`config.mk`:
```
export PLATFORM = sky130hd
export DESIGN_NAME = io_peripheral_bank
export DESIGN_NICKNAME = d
export VERILOG_FILES = /design/src/rtl/io_peripheral_bank.sv
export SDC_FILE = /design/constraint.sdc
export NUM_CORES = 1
export LEC_CHECK = 0
export ABC_CLOCK_PERIOD_IN_PS = 6500
export BUFFER_PORTS_ARGS = -buffer_cell sky130_fd_sc_hd__buf_2
export CORE_ASPECT_RATIO = 1.2
export CORE_MARGIN = 4
export CORE_UTILIZATION = 61
export CTS_BUF_LIST = sky130_fd_sc_hd__clkbuf_8
export CTS_CLUSTER_DIAMETER = 100
export CTS_CLUSTER_SIZE = 10
export DETAILED_ROUTE_END_ITERATION = 8
export PLACE_DENSITY = 0.83
export SYNTH_ARGS = -nofsm -noshare
export SYNTH_HDL_FRONTEND = slang
export SYNTH_SLANG_ARGS = --single-unit
```
`constraint.sdc`:
```
create_clock -name CLK -period 6.5 [get_ports CLK]
set_clock_uncertainty 0.15 [all_clocks]
set_input_delay 0.325 -clock CLK [delete_from_list [all_inputs] [get_ports CLK]]
set_output_delay 0.325 -clock CLK [all_outputs]
set_load 0.01 [all_outputs]
```
`src/rtl/io_peripheral_bank.sv`:
```
// Memory-mapped peripheral bank: LED/display registers, game-tick timer and debounced buttons.
// Reads are a pure combinational mux so a single-cycle core sees data in the same cycle.
`timescale 1ns/1ps
module io_peripheral_bank #(
  parameter int unsigned DEBOUNCE_CYCLES = 50000,
  parameter int unsigned NUM_BTN         = 4,
  parameter logic [31:0] ID_VALUE        = 32'h534E4B01
) (
  input  logic               CLK,
  input  logic               RESET,
  input  logic [31:0]        IOWriteData,
  input  logic [3:0]         IOAddr,
  input  logic               IOWriteEn,
  output logic [31:0]        IOReadData,
  input  logic [NUM_BTN-1:0] BTN,
  output logic [7:0]         LED,
  output logic [15:0]        DISP,
  output logic               TICK
);
  localparam int DBW = (DEBOUNCE_CYCLES > 1) ? $clog2(DEBOUNCE_CYCLES) : 1;
  localparam logic [DBW-1:0] DB_LAST = DBW'(DEBOUNCE_CYCLES - 1);

  localparam logic [3:0] A_LED    = 4'h0;
  localparam logic [3:0] A_DISP   = 4'h1;
  localparam logic [3:0] A_RELOAD = 4'h2;
  localparam logic [3:0] A_TCOUNT = 4'h3;
  localparam logic [3:0] A_BTNLVL = 4'h4;
  localparam logic [3:0] A_BTNEVT = 4'h5;
  localparam logic [3:0] A_ID     = 4'h6;

  logic [7:0]                  r_led;
  logic [15:0]                 r_disp;
  logic [23:0]                 r_reload;
  logic [23:0]                 r_cnt;
  logic                        r_tick;
  logic [15:0]                 r_tcount;
  logic [NUM_BTN-1:0]          r_sync1;
  logic [NUM_BTN-1:0]          r_sync2;
  logic [NUM_BTN-1:0]          r_lvl;
  logic [NUM_BTN-1:0]          r_evt;
  logic [NUM_BTN-1:0][DBW-1:0] r_db_cnt;

  logic               w_wr_led;
  logic               w_wr_disp;
  logic               w_wr_reload;
  logic               w_wr_tcount;
  logic               w_wr_evt;
  logic [NUM_BTN-1:0] w_accept;
  logic [NUM_BTN-1:0] w_rise;
  logic [NUM_BTN-1:0] w_evt_clr;
  logic               w_unused_wdata;

  assign w_wr_led       = IOWriteEn && (IOAddr == A_LED);
  assign w_wr_disp      = IOWriteEn && (IOAddr == A_DISP);
  assign w_wr_reload    = IOWriteEn && (IOAddr == A_RELOAD);
  assign w_wr_tcount    = IOWriteEn && (IOAddr == A_TCOUNT);
  assign w_wr_evt       = IOWriteEn && (IOAddr == A_BTNEVT);
  assign w_evt_clr      = w_wr_evt ? IOWriteData[NUM_BTN-1:0] : '0;
  assign w_unused_wdata = ^IOWriteData[31:24];

  always_ff @(posedge CLK or posedge RESET) begin
    if (RESET) begin
      r_led  <= '0;
      r_disp <= '0;
    end else begin
      if (w_wr_led)  r_led  <= IOWriteData[7:0];
      if (w_wr_disp) r_disp <= IOWriteData[15:0];
    end
  end

  // Down-counter reloads to RELOAD-1 so TICK repeats every RELOAD cycles.
  always_ff @(posedge CLK or posedge RESET) begin
    if (RESET) begin
      r_reload <= '0;
      r_cnt    <= '0;
      r_tick   <= 1'b0;
    end else if (w_wr_reload) begin
      r_reload <= IOWriteData[23:0];
      r_cnt    <= (IOWriteData[23:0] == 24'd0) ? 24'd0 : IOWriteData[23:0] - 24'd1;
      r_tick   <= 1'b0;
    end else if (r_reload != 24'd0) begin
      if (r_cnt == 24'd0) begin
        r_tick <= 1'b1;
        r_cnt  <= r_reload - 24'd1;
      end else begin
        r_tick <= 1'b0;
        r_cnt  <= r_cnt - 24'd1;
      end
    end else begin
      r_tick <= 1'b0;
      r_cnt  <= '0;
    end
  end

  // A clear that lands on a tick keeps that tick, leaving the count at 1.
  always_ff @(posedge CLK or posedge RESET) begin
    if (RESET)            r_tcount <= '0;
    else if (w_wr_tcount) r_tcount <= {15'd0, r_tick};
    else if (r_tick)      r_tcount <= r_tcount + 16'd1;
  end

  always_comb begin
    w_accept = '0;
    for (int i = 0; i < NUM_BTN; i++)
      w_accept[i] = (r_sync2[i] != r_lvl[i]) && (r_db_cnt[i] == DB_LAST);
  end
  assign w_rise = w_accept & ~r_lvl;

  always_ff @(posedge CLK or posedge RESET) begin
    if (RESET) begin
      r_sync1  <= '0;
      r_sync2  <= '0;
      r_lvl    <= '0;
      r_db_cnt <= '0;
    end else begin
      r_sync1 <= BTN;
      r_sync2 <= r_sync1;
      for (int i = 0; i < NUM_BTN; i++) begin
        if (r_sync2[i] == r_lvl[i]) begin
          r_db_cnt[i] <= '0;
        end else if (w_accept[i]) begin
          r_db_cnt[i] <= '0;
          r_lvl[i]    <= ~r_lvl[i];
        end else begin
          r_db_cnt[i] <= r_db_cnt[i] + DBW'(1);
        end
      end
    end
  end

  // New events win over a simultaneous write-one-to-clear.
  always_ff @(posedge CLK or posedge RESET) begin
    if (RESET) r_evt <= '0;
    else       r_evt <= (r_evt & ~w_evt_clr) | w_rise;
  end

  always_comb begin
    IOReadData = '0;
    case (IOAddr)
      A_LED:    IOReadData[7:0]         = r_led;
      A_DISP:   IOReadData[15:0]        = r_disp;
      A_RELOAD: IOReadData[23:0]        = r_reload;
      A_TCOUNT: IOReadData[15:0]        = r_tcount;
      A_BTNLVL: IOReadData[NUM_BTN-1:0] = r_lvl;
      A_BTNEVT: IOReadData[NUM_BTN-1:0] = r_evt;
      A_ID:     IOReadData              = ID_VALUE;
      default:  IOReadData              = '0;
    endcase
  end

  assign LED  = r_led;
  assign DISP = r_disp;
  assign TICK = r_tick;
endmodule
```
==> results of run 1 <==
area by class of cell:
class                      count  share of cell area [%]
clock buffer                  18                    2.43
clock inverter                14                    1.91
inverter                      14                   0.564
multi-input combinational    705                    45.3
sequential                   169                    41.5
tap                          200                    2.45
timing repair buffer         105                    5.86
worst paths after layout:
kind | from | endpoint | depth (start not counted)
worst max-delay path | r_cnt[18] | r_cnt[19] | 7
worst min-delay path | IOWriteData[23] | r_reload[23] | 2
worst max register to register | r_cnt[18] | r_cnt[19] | 7
worst min register to register | r_sync1[1] | r_sync2[1] | 0
max in group asynchronous | RESET | r_reload[9] | 4
min in group asynchronous | RESET | r_db_cnt[40] | 3
metal layers:
metal | vias to the layer above | global-route usage, % | share of wire [%]
li1 | 3453 | - | -
met1 | 3627 | 34.6 | 40
met2 | 328 | 46.1 | 50
met3 | 62 | 5.50 | 6.6
met4 | 0 | 12.7 | 3.1
met5 | - | 0 | 0
critical path, delay by kind of cell (launching register included):
kind / cells / cell delay (ns)
AOI/OAI and AO/OA: 2 / 0.50
and+or+nand+nor: 5 / 2.23
DFF: 1 / 0.44
cells in the mapped netlist, types with 4 or more instances:
| cell | number | area [sq um] |
|---|---|---|
| nor2_1 | 141 | 529 |
| mux2_2 | 51 | 574 |
| or3_1 | 14 | 87.6 |
| o21ai_0 | 31 | 155 |
| and3_1 | 25 | 156 |
| or2_2 | 7 | 43.8 |
| xor2_1 | 50 | 438 |
| nand2b_1 | 5 | 31.3 |
| a21o_1 | 8 | 60.1 |
| o31ai_1 | 5 | 37.5 |
| or4_1 | 9 | 67.6 |
| inv_1 | 14 | 52.6 |
| mux2i_1 | 7 | 70.1 |
| nor2b_1 | 8 | 50.1 |
| nand4_1 | 17 | 106 |
| dfrtp_1 | 169 | 4230 |
| o22ai_1 | 11 | 68.8 |
| o211ai_1 | 4 | 30.0 |
| and2_1 | 6 | 37.5 |
| buf_4 | 7 | 52.6 |
| a22oi_1 | 6 | 45.0 |
| ha_1 | 6 | 75.1 |
| buf_1 | 6 | 22.5 |
| clkbuf_1 | 33 | 124 |
| mux4_2 | 6 | 135 |
| nor3_1 | 24 | 120 |
| a21oi_1 | 30 | 150 |
| nand2_1 | 65 | 244 |
| nor4_1 | 17 | 106 |
| nor4b_1 | 5 | 43.8 |
| nand3_1 | 40 | 200 |
| xnor2_1 | 50 | 438 |
power groups by stage:
stage | Clock, uW | Combinational (uW) | Sequential (uW)
final | 833 | 666 | 1450
after CTS | 844 | 663 | 1440
after detailed placement | 0 | 653 | 1460
after global routing | 884 | 744 | 1470
after global placement | 0 | 630 | 1450
after floorplan | 0 | 488 | 1400
logic make-up (layout without fill, tap and decap cells):
| kind of cell | count (synthesis) | in the layout |
|---|---|---|
| AO/OA/AOI/OAI | 132 | 132 |
| multiplexers | 64 | 64 |
| adder cells (fa/ha/maj) | 6 | 6 |
| other | 1 | 4 |
| XOR/XNOR | 100 | 100 |
| buffers and inverters | 62 | 151 |
| AND/OR/NAND/NOR | 399 | 399 |
| flip-flops | 169 | 169 |
registers in the layout, indices dropped and copies added, names as in the netlist:
signal,flops
DISP,16
LED,8
TICK,1
r_cnt,24
r_db_cnt,64
r_evt,4
r_lvl,4
r_reload,24
r_sync1,4
r_sync2,4
r_tcount,16
cells in the final DEF (no fill, tap or decap), types with 18 or more instances in the layout:
| master | n |
|---|---|
| dfrtp_1 | 169 |
| nor2_1 | 141 |
| buf_2 | 87 |
| nand2_1 | 65 |
| mux2_2 | 51 |
| xnor2_1 | 50 |
| xor2_1 | 50 |
| nand3_1 | 40 |
| o21ai_0 | 31 |
| a21oi_1 | 30 |
| and3_1 | 25 |
| nor3_1 | 24 |
| clkbuf_8 | 18 |
metrics by stage:
| stage | utilization, % | worst slack [ns] | cells |
|---|---|---|---|
| global placement | 66.7 | 3.14 | 1182 |
| CTS | 70.5 | 3.06 | 1225 |
| global route | 70.5 | 2.91 | 1225 |
| detailed placement | 66.7 | 3.10 | 1182 |
| floorplan | - | 1.45 | 936 |
| finish | 70.5 | 3.06 | 1225 |
==> flow_metrics.tcl, run 1 <==
set metrics [dict create \
    routed-via-count 7470 \
    finalPower_uw 2950 \
    grt_use_total_pct 27.5 \
    clkSlewWorstSetupHoldPaths_ns 0.09 \
    cellPowerDensity_nw_per_um2 289 \
    synthArstFlopShare_pct 100 \
    multi_input_comb_area_sq_um 4620 \
    ir_drop_mv 0.184 \
    synth_flop_cell "dfrtp_1" \
    antenna_found_initial 0 \
    grt_max_degree 100 \
    synth-edff-count 0 \
    synthXorXnorAreaFrac_pct 9.64 \
    layout_min_cycle_time_ns 3.44 \
    crit_path_start_kind "flip-flop" \
    synthSimpleGateAreaFrac_pct 21.9 \
    finalHoldViolations 0 \
    synthMuxAreaShare_pct 8.58 \
    rrSetupSlack_ns 3.06 \
    critical_path_class "flip-flop to flip-flop" \
    end_kind "flip-flop" \
    hp-class "primary input to flip-flop" \
    cts_resized 0 \
    setup_violations 0 \
    synth.avg_cell_area_sq_um 9.73 \
    wl_mm 22.3 \
    start_util_pct 62.8 \
    ys_warn_count 0 \
    grt_setup_unrepaired "no" \
    synth.distinct_cells 71 \
    diodes 0 \
    ys_ff_latch 169 \
    pwr-share-clk_pct 28.3 \
    synthCells 933 \
    max_stage_delay_ns 0.55 \
    worst_slew_pin_slew_ns 1.07 \
    setup_tns_ns 0 \
    slowest_stage "and4_1" \
    gr-total-overflow 0 \
    row_count 48 \
    dpl-instance-area_sq_um 9650 \
    p_leak_uw 0.00451 \
    synth_top_family_by_area "simple AND/OR/NAND/NOR gates" \
    relSlewSlack_pct 28.7 \
    combPwrFrac_pct 22.6 \
    whs_ns 0.0190 \
    drc_errors 0 \
    crit_arrival_ns 3.65 \
    sequentialPowerShare_pct 49.1 \
    die_area_sq_um 16900 \
    grt_pass1_wl_mm 37.4 \
    crit_fanout 12 \
    sw_frac_of_total_pct 33.2 \
    p_int_uw 1970 \
    dpl.hpwl_mm 15.6 \
    fin_nets 1061 \
    cts_buffer_depth 2 \
    post_cts_buffers 0 \
    net-switching-power_uw 977 \
    seq_area_frac_synth_pct 46.6 \
    first_iter_violations 698 \
    grt_pass1_vias 7503 \
    clkLatencyLatePin_ns 0.46 \
    critical_path_required_ns 6.71 \
    syn_area_sq_um 9080 \
    die_h_um 142 \
    firstDrtPassIters 6 \
    cts_num_sinks 169 \
    root_buffer "clkbuf_8" \
    via_per_inst 6.10 \
    hold_buffers 11 \
    achievable-frequency_mhz 291 \
    synth-compound-area-share_pct 9.56 \
    register_area_sq_um 4230 \
    status "completed" \
    pin_count 100 \
    cts_tree "yes" \
    period_share_pct 52.9 \
    cts_made_buffers 17 \
    wl_per_cell_um 18.2 \
    ant_nets 0 \
    drive_above_1_share_pct 19.7 \
    io_buffers 87 \
    cp_cell_sequence "nor4_1 -> and4_1 -> nand2_2 -> or4_4 -> a21oi_2 -> or3b_1 -> a311o_1" \
    core_sq_um 14500 \
    final_area_sq_um 10200 \
    synthAdderAreaFrac_pct 0.827 \
    n_fill_cell 1082 \
    synthToLayoutAreaGrowth_pct 12.3 \
    htree_levels 4 \
    place_congestion 0.903 \
    maxCapViolCount 0 \
    die_w_um 119 \
    finalMaxSlewViolations 0 \
]
Power figures use the tool's default switching activity.
==> run 2, diff against run 1 <==
--- a/config.mk
+++ b/config.mk
@@ -5,7 +5,7 @@
 export SDC_FILE = /design/constraint.sdc
 export NUM_CORES = 1
 export LEC_CHECK = 0
-export ABC_CLOCK_PERIOD_IN_PS = 6500
+export ABC_CLOCK_PERIOD_IN_PS = 3600
 export BUFFER_PORTS_ARGS = -buffer_cell sky130_fd_sc_hd__buf_2
 export CORE_ASPECT_RATIO = 1.2
 export CORE_MARGIN = 4
==> constraint.sdc (replaced) <==
create_clock -name CLK -period 3.6 [get_ports CLK]
set_clock_uncertainty 0.15 [all_clocks]
set_input_delay 0.18 -clock CLK [delete_from_list [all_inputs] [get_ports CLK]]
set_output_delay 0.18 -clock CLK [all_outputs]
set_load 0.01 [all_outputs]
==> run 2 against run 1 <==
  * Global-route usage rose by 1.2 points
  * Critical path type unchanged
  * Worst hold slack improved by 0.080 ns
  * First-iteration DRC count rose by 2.9%
  * Non-clock buffer count rose by 30
  * Die area did not move
  * Critical path depth rose by 1
==> flow_metrics.tcl, run 2 (synthesized netlist as in run 1, its figures left out) <==
set metrics [dict create \
    cts_tree "yes" \
    layout_commonest_cell "dfrtp_1" \
    largest_register_ffs 64 \
    min_to "r_tcount[0]" \
    die_w_um 119 \
    achievable-frequency_mhz 308 \
    finalHoldViolations 0 \
    r2r_start "r_cnt[5]" \
    layout_min_cycle_time_ns 3.25 \
    drive_above_1_share_pct 20.1 \
    wl_mm 23.5 \
    synthToLayoutAreaGrowth_pct 15.0 \
    crit_fanout 10 \
    critical_path_required_ns 3.81 \
    cts_made_buffers 17 \
    p_leak_uw 0.00464 \
    start_util_pct 62.8 \
    relSlewSlack_pct 23.9 \
    hp-class "primary input to flip-flop" \
    period_share_pct 90.2 \
    drc_errors 0 \
    worst_slew_pin_slew_ns 1.13 \
    place_congestion 0.929 \
    wl_per_cell_um 18.7 \
    clkSlewWorstSetupHoldPaths_ns 0.09 \
    grt_use_total_pct 28.7 \
    timing.rr.end "r_cnt[20]" \
    fin_nets 1091 \
    htree_levels 4 \
    post-place-ws_ns 0.397 \
    status "completed" \
    cellPowerDensity_nw_per_um2 506 \
    critical_path_class "flip-flop to flip-flop" \
    io_buffers 87 \
    dpl.hpwl_mm 16.3 \
    cts_buffer_depth 2 \
    routed-via-count 7750 \
    crit_path_start_kind "flip-flop" \
    via_per_inst 6.18 \
    min_path_cells 4 \
    setup_violations 0 \
    reg_top3 "r_db_cnt x64, r_cnt x24, r_reload x24" \
    gr-total-overflow 0 \
    row_count 48 \
    ant_nets 0 \
    crit_arrival_ns 3.45 \
    grt_setup_unrepaired "no" \
    grt_pass1_vias 7853 \
    hold_start "IOWriteEn" \
    finalMaxSlewViolations 0 \
    end_kind "flip-flop" \
    setup_tns_ns 0 \
    reg2regPathDepth 8 \
    cts_num_sinks 169 \
    pin_count 100 \
    top_register "r_db_cnt" \
    antenna_found_initial 0 \
    rrSetupSlack_ns 0.35 \
    diodes 0 \
    first_iter_violations 718 \
    firstDrtPassIters 5 \
    clkLatencyLatePin_ns 0.46 \
    cts_resized 0 \
    hold_buffers 29 \
    n_fill_cell 1055 \
    post_cts_buffers 0 \
    grt_pass1_wl_mm 38.6 \
    root_buffer "clkbuf_8" \
    die_area_sq_um 16900 \
    maxCapViolCount 0 \
    setup_slack_ns 0.353 \
    mostFrequentLayoutCells "169 x dfrtp_1, 141 x nor2_1, 87 x buf_2, 65 x nand2_1, 51 x mux2_2" \
    grt_max_degree 103 \
    ir_drop_mv 0.369 \
    die_h_um 142 \
    core_sq_um 14500 \
]
## run 2: routing by layer
layer | GRT usage, % | vias up | routed length [um]
met4 | 16.2 | 0 | 1130
met3 | 5.98 | 96 | 1850
met1 | 34.9 | 3751 | 8750
met5 | 0 | - | 0
li1 | - | 3516 | -
met2 | 47.6 | 387 | 11800
## run 2: cell type report
| type | count | area (sq um) | area share, % |
|---|---|---|---|
| Tap cell | 200 | 250 | 2.40 |
| Clock buffer | 19 | 262 | 2.50 |
| Multi-Input combinational cell | 705 | 4620 | 44.2 |
| Sequential cell | 169 | 4230 | 40.5 |
| Clock inverter | 13 | 153 | 1.46 |
| Timing Repair Buffer | 135 | 881 | 8.43 |
| Inverter | 14 | 56.3 | 0.539 |
## run 2: critical path, stage by stage (launching register included)
cell and delay, ns:
dfrtp_1 0.45, or4_4 0.58, nor4_4 0.44, nand2_2 0.11, buf_4 0.19, or4_1 0.47, a21boi_1 0.35, nand3b_1 0.12
a221o_1 0.29
## run 2: where the power goes
group | internal [uW] | switching, uW | total, uW
registers | 2210 | 423 | 2630
clock network | 718 | 687 | 1410
logic | 592 | 660 | 1250
total | 3510 | 1770 | 5290
## run 2: how the worst max path moves through the flow
stage               slack [ns]  depth (start not counted)         to  startpoint
finish                    0.35                          8  r_cnt[20]    r_cnt[5]
global route              0.20                          8  r_cnt[20]    r_cnt[5]
CTS                       0.41                          8  r_cnt[20]    r_cnt[5]
detailed placement        0.40                          8  r_cnt[20]    r_cnt[5]
global placement          0.47                          8  r_cnt[20]    r_cnt[5]
floorplan                 0.65                          7  r_cnt[19]    r_cnt[5]
## run 2: metrics by stage
stage	instance area (sq um)	hold slack [ns]	util, %	std cells	power [uW]
detailed placement	9740	0.139	67.3	1194	3820
global placement	9740	0.138	67.3	1194	3770
CTS	10400	0.0626	72.2	1255	5260
finish	10400	0.0991	72.2	1255	5290
floorplan	9100	0.0614	-	936	3410
global route	10400	0.0939	72.2	1255	5550
==> run 3, diff against run 2 <==
--- a/config.mk
+++ b/config.mk
@@ -5,7 +5,6 @@
 export SDC_FILE = /design/constraint.sdc
 export NUM_CORES = 1
 export LEC_CHECK = 0
-export ABC_CLOCK_PERIOD_IN_PS = 3600
 export BUFFER_PORTS_ARGS = -buffer_cell sky130_fd_sc_hd__buf_2
 export CORE_ASPECT_RATIO = 1.2
 export CORE_MARGIN = 4
@@ -14,7 +13,7 @@
 export CTS_CLUSTER_DIAMETER = 100
 export CTS_CLUSTER_SIZE = 10
 export DETAILED_ROUTE_END_ITERATION = 8
-export PLACE_DENSITY = 0.83
+export PLACE_DENSITY_LB_ADDON = 0.08
 export SYNTH_ARGS = -nofsm -noshare
 export SYNTH_HDL_FRONTEND = slang
 export SYNTH_SLANG_ARGS = --single-unit
==> constraint.sdc (replaced) <==
create_clock -name CLK -period 3.6 [get_ports CLK]
set_clock_uncertainty 0.15 [all_clocks]
set_input_delay 0.72 -clock CLK [delete_from_list [all_inputs] [get_ports CLK]]
set_output_delay 0.72 -clock CLK [all_outputs]
set_load 0.01 [all_outputs]
==> run 3 against run 2 <==
  * Clock-buffer cell count down 2
  * Final cell count is 1.7% lower
  * Sequential power about the same
  * Sequential share of layout area up 1.2 points
  * Routed wire length shrank 5.9%
  * Non-clock buffer count shrank 21
  * Critical path depth is 1 lower
  * Total power is 4.3% lower
  * Register-to-register slack improved by 0.08 ns
  * Setup slack improved by 0.079 ns
  * Critical endpoint is now r_cnt[19]
==> flow_metrics.tcl, run 3 (synthesized netlist as in run 1, its figures left out) <==
set metrics [dict create \
    status "completed" \
    post_cts_buffers 0 \
    place_congestion 0.925 \
    fin_nets 1070 \
    ant_nets 0 \
    gr-total-overflow 0 \
    synthToLayoutAreaGrowth_pct 11.8 \
    cts_made_buffers 17 \
    clkLatencyLatePin_ns 0.45 \
    slowest_stage "dfrtp_1" \
    p_leak_uw 0.00452 \
    p_int_uw 3280 \
    grt_use_total_pct 26.8 \
    ir_drop_mv 0.367 \
    dpl.hpwl_mm 16.7 \
    cts_num_sinks 169 \
    core_sq_um 14500 \
    cellPowerDensity_nw_per_um2 498 \
    pin_count 100 \
    sequentialPowerShare_pct 51.7 \
    setup_tns_ns 0 \
    top_register "r_db_cnt" \
    setup_slack_ns 0.432 \
    first_iter_violations 590 \
    maxCapViolCount 0 \
    firstDrtPassIters 5 \
    cts_tree "yes" \
    drc_errors 0 \
    drive_above_1_share_pct 21.5 \
    diodes 0 \
    crit_path_start_kind "flip-flop" \
    critical_path_class "flip-flop to flip-flop" \
    start_util_pct 62.8 \
    grt_pass1_vias 7209 \
    routed-via-count 7336 \
    layout_min_cycle_time_ns 3.17 \
    hold_buffers 0 \
    via_per_inst 5.94 \
    crit_arrival_ns 3.36 \
    antenna_found_initial 1 \
    crit_fanout 6 \
    clkSlewWorstSetupHoldPaths_ns 0.10 \
    whs_ns 0.204 \
    row_count 48 \
    wl_mm 22.1 \
    period_share_pct 88.0 \
    net-switching-power_uw 1780 \
    achievable-frequency_mhz 316 \
    mostFrequentLayoutCells "169 x dfrtp_1, 141 x nor2_1, 87 x buf_2, 65 x nand2_1, 51 x mux2_2" \
    die_w_um 119 \
    grt_pass1_wl_mm 36.4 \
    grt_setup_unrepaired "no" \
    end_kind "flip-flop" \
    wl_per_cell_um 17.9 \
    critical_path_required_ns 3.79 \
    relSlewSlack_pct 43.8 \
    layout_commonest_cell "dfrtp_1" \
    post-place-ws_ns 0.466 \
    htree_levels 4 \
    die_area_sq_um 16900 \
    die_h_um 142 \
    max_stage_delay_ns 0.47 \
    combPwrFrac_pct 24.2 \
    sw_frac_of_total_pct 35.2 \
    root_buffer "clkbuf_8" \
    io_buffers 87 \
    worst_slew_pin_slew_ns 0.841 \
    cts_buffer_depth 2 \
    largest_register_ffs 64 \
    grt_max_degree 40 \
    cp_cell_sequence "or3_1 -> or4_1 -> a31oi_2 -> nand4_4 -> a21oi_2 -> or3b_1 -> a311o_1" \
    setup_violations 0 \
    reg_top3 "r_db_cnt x64, r_cnt x24, r_reload x24" \
    fin_util_pct 70.2 \
    finalMaxSlewViolations 0 \
    pwr-share-clk_pct 24.1 \
    hp-class "flip-flop to flip-flop" \
    finalPower_uw 5060 \
    finalHoldViolations 0 \
    cts_resized 0 \
]
==> run 3: cell types whose count changed in the layout (fill, tap and decap cells not counted), sizes merged <==
cell         before  now
clkbuf           19   17
clkinv            3    7
dlygate4sd3      29    0
bufinv            3    0
clkinvlp          3    2
buf             106  114
inv              18   20
==> run 3: final timing paths <==
kind / startpoint / end / slack [ns] / cells after the start
setup reg to reg: r_reload[1] / r_cnt[19] / 0.43 / 7
min in group asynchronous: RESET / r_db_cnt[35] / 0.28 / 2
max in group asynchronous: RESET / r_db_cnt[8] / 2.14 / 3
hold / removal: r_sync1[2] / r_sync2[2] / 0.20 / 0
hold reg to reg: r_sync1[2] / r_sync2[2] / 0.20 / 0
setup / recovery: r_reload[1] / r_cnt[19] / 0.43 / 7
==> run 3: power groups by stage <==
| stage | Clock, uW | Sequential [uW] | Combinational [uW] |
|---|---|---|---|
| floorplan | 0 | 2530 | 882 |
| global placement | 0 | 2620 | 1190 |
| detailed placement | 0 | 2630 | 1210 |
| CTS | 1250 | 2590 | 1220 |
| global route | 1330 | 2660 | 1350 |
| finish | 1220 | 2620 | 1220 |
==> run 3: per-stage QoR <==
step | instances | cell area, sq um
after global routing | 1234 | 10200
after CTS | 1234 | 10200
after global placement | 1202 | 9800
after floorplan | 936 | 9100
after detailed placement | 1202 | 9800
final | 1234 | 10200
==> run 3: final cells by class <==
class                           instances  area, sq um
Tap cell                              200          250
Inverter                               14         56.3
Timing Repair Buffer                  114          651
Clock inverter                         15          120
Fill cell                            1151         4320
Sequential cell                       169         4230
Clock buffer                           17          234
Multi-Input combinational cell        705         4620
==> run 3: worst max-delay path: cells and delay by family (launching register included) <==
family / cells / cell delay (ns)
and+or+nand+nor: 4 / 1.52
AOI/OAI and AO/OA: 3 / 0.93
DFF: 1 / 0.47
==> run 3: metal layers <==
| layer | GRT usage (%) | share of wire, % |
|---|---|---|
| met5 | 0 | 0.036 |
| met4 | 10.0 | 3.1 |
| met3 | 5.78 | 5.7 |
| met2 | 46.1 | 51 |
| met1 | 33.6 | 41 |
